<file path="src/rtl/ps2_pkg.sv">
// Shared PS/2 scan-code constants, prefix-FSM states and key-event payload
// for the keyboard command path.
package ps2_pkg;

  localparam int unsigned CODE_W = 8;
  localparam int unsigned KEY_W  = CODE_W + 1;

  localparam logic [CODE_W-1:0] SC_E0    = 8'hE0;
  localparam logic [CODE_W-1:0] SC_F0    = 8'hF0;
  localparam logic [CODE_W-1:0] SC_UP    = 8'h75;
  localparam logic [CODE_W-1:0] SC_DOWN  = 8'h72;
  localparam logic [CODE_W-1:0] SC_LEFT  = 8'h6B;
  localparam logic [CODE_W-1:0] SC_RIGHT = 8'h74;
  localparam logic [CODE_W-1:0] SC_W     = 8'h1D;
  localparam logic [CODE_W-1:0] SC_A     = 8'h1C;
  localparam logic [CODE_W-1:0] SC_S     = 8'h1B;
  localparam logic [CODE_W-1:0] SC_D     = 8'h23;
  localparam logic [CODE_W-1:0] SC_SPACE = 8'h29;
  localparam logic [CODE_W-1:0] SC_ENTER = 8'h5A;
  localparam logic [CODE_W-1:0] SC_ESC   = 8'h76;

  typedef enum logic [1:0] {
    ST_IDLE    = 2'd0,
    ST_EXT     = 2'd1,
    ST_BRK     = 2'd2,
    ST_EXT_BRK = 2'd3
  } pfx_state_t;

  typedef struct packed {
    logic              valid;
    logic              brk;
    logic              ext;
    logic [CODE_W-1:0] code;
  } key_evt_t;

endpackage

</file>
<file path="src/rtl/scan_prefix_fsm.sv">
// Decodes E0/F0 prefixes from the raw scan-code stream and suppresses
// typematic repeats; emits a one-cycle filtered make event.
module scan_prefix_fsm
  import ps2_pkg::*;
(
  input  logic       clk,
  input  logic       rst,
  input  logic [7:0] byte_in,
  input  logic       byte_valid,
  output key_evt_t   evt_c
);

  pfx_state_t       state;
  pfx_state_t       state_nxt;
  logic             raw_vld;
  logic             raw_brk;
  logic             raw_ext;
  logic [KEY_W-1:0] raw_key;
  logic             held_vld;
  logic [KEY_W-1:0] held_key;
  logic             held_hit;

  always_ff @(posedge clk or posedge rst) begin
    if (rst) begin
      state    <= ST_IDLE;
      held_vld <= 1'b0;
      held_key <= '0;
    end else begin
      state <= state_nxt;
      if (raw_vld) begin
        if (raw_brk) begin
          if (held_hit) held_vld <= 1'b0;
        end else if (!held_hit) begin
          held_vld <= 1'b1;
          held_key <= raw_key;
        end
      end
    end
  end

  // Prefix bytes only move the state; any other byte completes an event.
  always_comb begin
    state_nxt = state;
    raw_vld   = 1'b0;
    raw_brk   = 1'b0;
    raw_ext   = 1'b0;
    if (byte_valid) begin
      unique case (state)
        ST_IDLE: begin
          if (byte_in == SC_E0)      state_nxt = ST_EXT;
          else if (byte_in == SC_F0) state_nxt = ST_BRK;
          else                       raw_vld   = 1'b1;
        end
        ST_EXT: begin
          if (byte_in == SC_F0) state_nxt = ST_EXT_BRK;
          else if (byte_in != SC_E0) begin
            raw_vld   = 1'b1;
            raw_ext   = 1'b1;
            state_nxt = ST_IDLE;
          end
        end
        ST_BRK: begin
          if (byte_in == SC_E0) state_nxt = ST_EXT_BRK;
          else if (byte_in != SC_F0) begin
            raw_vld   = 1'b1;
            raw_brk   = 1'b1;
            state_nxt = ST_IDLE;
          end
        end
        ST_EXT_BRK: begin
          if (byte_in != SC_E0 && byte_in != SC_F0) begin
            raw_vld   = 1'b1;
            raw_brk   = 1'b1;
            raw_ext   = 1'b1;
            state_nxt = ST_IDLE;
          end
        end
        default: state_nxt = ST_IDLE;
      endcase
    end
  end

  assign raw_key  = {raw_ext, byte_in};
  assign held_hit = held_vld && (held_key == raw_key);

  always_comb begin
    evt_c       = '0;
    evt_c.valid = raw_vld && !raw_brk && !held_hit;
    evt_c.ext   = raw_ext;
    evt_c.code  = byte_in;
  end

endmodule

</file>
<file path="src/rtl/key_cmd_ctrl.sv">
// Keyboard command controller: cursor movement, stone-placement req/ack
// handshake and new-game pulse driven by filtered PS/2 make events.
module key_cmd_ctrl
  import ps2_pkg::*;
#(
  parameter int unsigned BOARD_SIZE = 15,
  parameter int unsigned POS_W      = 4
) (
  input  logic             clk,
  input  logic             rst,
  input  logic [7:0]       byte_in,
  input  logic             byte_valid,
  input  logic             enable,
  input  logic             place_ack,
  output logic [POS_W-1:0] cur_x,
  output logic [POS_W-1:0] cur_y,
  output logic             place_req,
  output logic [POS_W-1:0] place_x,
  output logic [POS_W-1:0] place_y,
  output logic             new_game
);

  localparam logic [POS_W-1:0] CENTER  = POS_W'((BOARD_SIZE - 1) / 2);
  localparam logic [POS_W-1:0] MAX_POS = POS_W'(BOARD_SIZE - 1);

  key_evt_t evt_c;
  logic     make_c;
  logic     up_c, down_c, left_c, right_c, place_c, esc_c;

  scan_prefix_fsm u_prefix (
    .clk        (clk),
    .rst        (rst),
    .byte_in    (byte_in),
    .byte_valid (byte_valid),
    .evt_c      (evt_c)
  );

  // Arrow keys count only when extended; letter/space/enter/esc only when not.
  always_comb begin
    make_c  = evt_c.valid && !evt_c.brk;
    up_c    = make_c && (evt_c.ext ? evt_c.code == SC_UP    : evt_c.code == SC_W);
    down_c  = make_c && (evt_c.ext ? evt_c.code == SC_DOWN  : evt_c.code == SC_S);
    left_c  = make_c && (evt_c.ext ? evt_c.code == SC_LEFT  : evt_c.code == SC_A);
    right_c = make_c && (evt_c.ext ? evt_c.code == SC_RIGHT : evt_c.code == SC_D);
    place_c = make_c && !evt_c.ext && (evt_c.code == SC_SPACE || evt_c.code == SC_ENTER);
    esc_c   = make_c && !evt_c.ext && (evt_c.code == SC_ESC);
  end

  always_ff @(posedge clk or posedge rst) begin
    if (rst) begin
      cur_x     <= CENTER;
      cur_y     <= CENTER;
      place_req <= 1'b0;
      place_x   <= '0;
      place_y   <= '0;
      new_game  <= 1'b0;
    end else begin
      new_game <= 1'b0;
      if (place_req && place_ack) place_req <= 1'b0;
      if (esc_c) begin
        new_game  <= 1'b1;
        cur_x     <= CENTER;
        cur_y     <= CENTER;
        place_req <= 1'b0;
      end else if (enable) begin
        if (up_c    && cur_y != '0)      cur_y <= cur_y - POS_W'(1);
        if (down_c  && cur_y != MAX_POS) cur_y <= cur_y + POS_W'(1);
        if (left_c  && cur_x != '0)      cur_x <= cur_x - POS_W'(1);
        if (right_c && cur_x != MAX_POS) cur_x <= cur_x + POS_W'(1);
        // A same-cycle ack frees the slot for the new placement.
        if (place_c && (!place_req || place_ack)) begin
          place_req <= 1'b1;
          place_x   <= cur_x;
          place_y   <= cur_y;
        end
      end
    end
  end

endmodule

</file>
<file path="config.mk">
export PLATFORM = sky130hd
export DESIGN_NAME = key_cmd_ctrl
export DESIGN_NICKNAME = d
export VERILOG_FILES = /design/src/rtl/ps2_pkg.sv /design/src/rtl/scan_prefix_fsm.sv /design/src/rtl/key_cmd_ctrl.sv
export SDC_FILE = /design/constraint.sdc
export NUM_CORES = 1
export LEC_CHECK = 0
export BUFFER_PORTS_ARGS = -buffer_cell sky130_fd_sc_hd__buf_2
export CAP_MARGIN = 25
export CORE_MARGIN = 2
export CORE_UTILIZATION = 56
export DETAILED_ROUTE_END_ITERATION = 7
export PLACE_DENSITY = 0.79
export SYNTH_ARGS = -nofsm -noshare
export SYNTH_HDL_FRONTEND = slang
export SYNTH_HIERARCHICAL = 1
export SYNTH_SLANG_ARGS = --single-unit
</file>
<file path="constraint.sdc">
create_clock -name clk -period 4.4 [get_ports clk]
set_clock_uncertainty 0.15 [all_clocks]
set_input_delay 0.44 -clock clk [delete_from_list [all_inputs] [get_ports clk]]
set_output_delay 0.44 -clock clk [all_outputs]
set_load 0.02 [all_outputs]
</file>
==> run metrics <==
Seq/Total Area, Yosys 38.85%; reg2reg end cur_x[3]; Max Fclk 290.6 MHz; EDFF count, synth 0; root buffer cell clkbuf_4; DIE HEIGHT 63.04 um; final-layout fill cell count 284; PD cells 279.2 mW/mm^2; Yosys warning count 6; 1st-pass router iterations 4; crit start category input port; CP peak stage delay 730 ps; Overall Power 594.9 uW; Worst-path clk slew 100 ps; IO Count 31; ys flop type dfrtp_1; outcome finished clean; #FFs+latches synth 30; Mapped Avg Cell Area 11.28 um^2; IO Port Bufs 30; Site Rows 21; Final Max Tran Viols 0; crit end category flip-flop; total grt overflow 0; Async SR Flop Fraction 100.0%; via count 1354; Finish-stage setup viols 0; setup slack after placement 624.7 ps; Max-Cap Viols 0; first-pass GRT wire length 6.506 mm; crit path time final 3441 ps; RePlAce Congestion 0.8236; die width 63.04 um; layout cells sized above 1 37.50%; min setup slack post-route 959.3 ps; Die ar. 0.003974 mm^2; setup TNS 0 ps; vias in the first global route 1382; final core occ 63.85%; CP Cell Sequence buf_2 -> and4b_1 -> a21oi_1 -> nor2_1 -> a32o_1 -> and3_1 -> inv_1 -> ha_1 -> a21o_1 -> a21o_1 -> and4_1 -> o21ai_0 -> xor2_1 -> nor2_1; Setup CP Type in -> reg; Finished Cell Area 0.002131 mm^2; H-tree depth 2; RSZ-0062 raised after global routing no; FF-to-FF setup slack 970 ps; placed cell area 0.002057 mm^2; Post-Syn Nets 193; Clock Latency Late Sink 330 ps; Sink Count 30; Max Fanout on Critical Path 11; worst hold path type in -> reg; Crit-path slowest cell a21oi_1; Rel. slew slack 37.75%; top sig layer met4; DRT iter0 DRCs 41; CTS Buf Count 5; Static Leakage 1.012 nW; Critical Path End cur_x[3]; DR vias/cell 5.504; Core ar. 0.003337 mm^2; Cells after Synth 173; post-synth cell types 47; Final HPWL DP 2.798 mm; ANT nets after route 0; M1 wire length 1.583 mm; peak supply drop 0.1635 mV; Post-Syn Area 0.001952 mm^2; worst r2r path cells 15; CTS tree built; Met3 Wirelength 175 um; Worst EP required 4480 ps; ANT cells 0; Clock Path Buffers 2; initial antenna violation count 0; Avg WL per Cell 14.74 um; Area growth syn-to-layout 9.166%; Final Hold Fails 0; DR WL met2 1.819 mm; NumNets Final 219; largest net degree at the start of global routing 19; R2R Path Start u_prefix/held_key[3]; crit path from byte_in[3]; Worst Tran Pin Value 933.7 ps; drt total wl 3.626 mm; Starting Density 58.49%; DRC errors left 0; Period Utilization, post-route 78.20%; arrival time at the worst endpoint 3520 ps; Total GRT Usage 21.08%
[logic make-up (layout without fill, tap and decap cells)]
group | after synthesis | after routing | share of synthesized area (%)
XOR/XNOR | 17 | 17 | 7.628
buffers and inverters | 20 | 47 | 6.795
adder cells (fa/ha/maj) | 7 | 7 | 5.256
flip-flops | 30 | 30 | 38.85
AO/OA/AOI/OAI | 21 | 21 | 7.693
multiplexers | 21 | 21 | 13.65
AND/OR/NAND/NOR | 56 | 56 | 19.94
other | 1 | 1 | 0.1921
[sequential cells by signal (all words and copies together) (netlist names)]
| name | count |
|---|---|
| cur_x | 4 |
| cur_y | 4 |
| new_game | 1 |
| place_req | 1 |
| place_x | 4 |
| place_y | 4 |
| u_prefix/held_key | 9 |
| u_prefix/held_vld | 1 |
| u_prefix/state | 2 |
[cell usage after synthesis, types with 4 or more instances]
library cell  instances  share of area [%]
dfrtp_1              24                 31
buf_4                11                4.2
nor2_1               11                2.1
xnor2_1              11                4.9
nand2_1              10                1.9
a21oi_1               9                2.3
mux2_2                9                5.2
mux2_4                9                6.9
inv_1                 7                1.3
dfstp_2               6                8.1
xor2_1                6                2.7
ha_1                  5                3.2
nand4_1               4                1.3
[timing repair]
item,4_1_cts,5_1_grt
resized for setup,0,0
hold endpoints to repair,12,0
setup buffers,0,0
hold buffers,1,0
[final cells by class]
| cell class | count | area, um^2 | area share [%] |
|---|---|---|---|
| Inverter | 8 | 30.03 | 1.409 |
| Clock buffer | 6 | 51.30 | 2.408 |
| Multi-Input combinational cell | 123 | 1061 | 49.79 |
| Clock inverter | 2 | 12.51 | 0.5872 |
| Sequential cell | 30 | 758.2 | 35.58 |
| Tap cell | 46 | 57.56 | 2.701 |
| Timing Repair Buffer | 31 | 160.2 | 7.516 |
[how the worst min path moves through the flow]
stage | startpoint | endpoint | slack [ps] | cells past startpoint
global placement | rst | u_prefix/held_key[8] | 320 | 2
global route | place_ack | place_req | 230 | 3
finish | place_ack | place_req | 230 | 3
detailed placement | rst | u_prefix/held_key[8] | 330 | 2
floorplan | rst | u_prefix/held_key[0] | 150 | 1
CTS | place_ack | place_req | 230 | 3
[report_power, final]
group          internal (mW)  leakage (nW)  switching, mW  total (mW)
logic                 0.0564         0.605         0.0537       0.110
registers              0.295         0.372         0.0176       0.313
clock network         0.0767        0.0343         0.0952       0.172
total                  0.428          1.01          0.167       0.595
[layer usage]
metal / track usage (%) / vias to the layer above
met5: 0 / -
met2: 34.57 / 34
met3: 5.586 / 7
li1: - / 662
met1: 27.14 / 651
met4: 6.667 / 0
[placed cells by master (no fill, tap or decap), types with 2 or more instances in the layout]
master / n
inv_1: 7
a21o_1: 3
nor2_1: 11
nor3_1: 3
nand3_1: 2
and4bb_2: 3
fa_1: 2
o21ai_2: 2
a21oi_1: 9
nor4bb_1: 2
xnor2_1: 11
nand4_1: 4
ha_1: 5
dfstp_2: 6
clkbuf_4: 5
nor2b_1: 2
mux2_4: 9
nand4b_1: 3
nand2_1: 10
dfrtp_1: 24
buf_2: 30
nand2b_1: 2
xor2_1: 6
nor4_1: 2
mux2_2: 9
mux2i_1: 3
[worst max-delay path, delay by kind of cell]
kind                     cells  cell delay [ps]
XOR/XNOR                     1              170
adder cells (fa/ha/maj)      1              240
AND/OR/NAND/NOR              5              820
AO/OA/AOI/OAI                5             1560
buffers and inverters        2              260
[per-stage QoR]
step                      hold WS (ps)  cells
after floorplan                  154.7    173
after global placement           321.0    237
after detailed placement         328.5    237
after CTS                        230.9    246
after global routing             229.1    246
final                            229.2    246
Power figures use the tool's default switching activity.
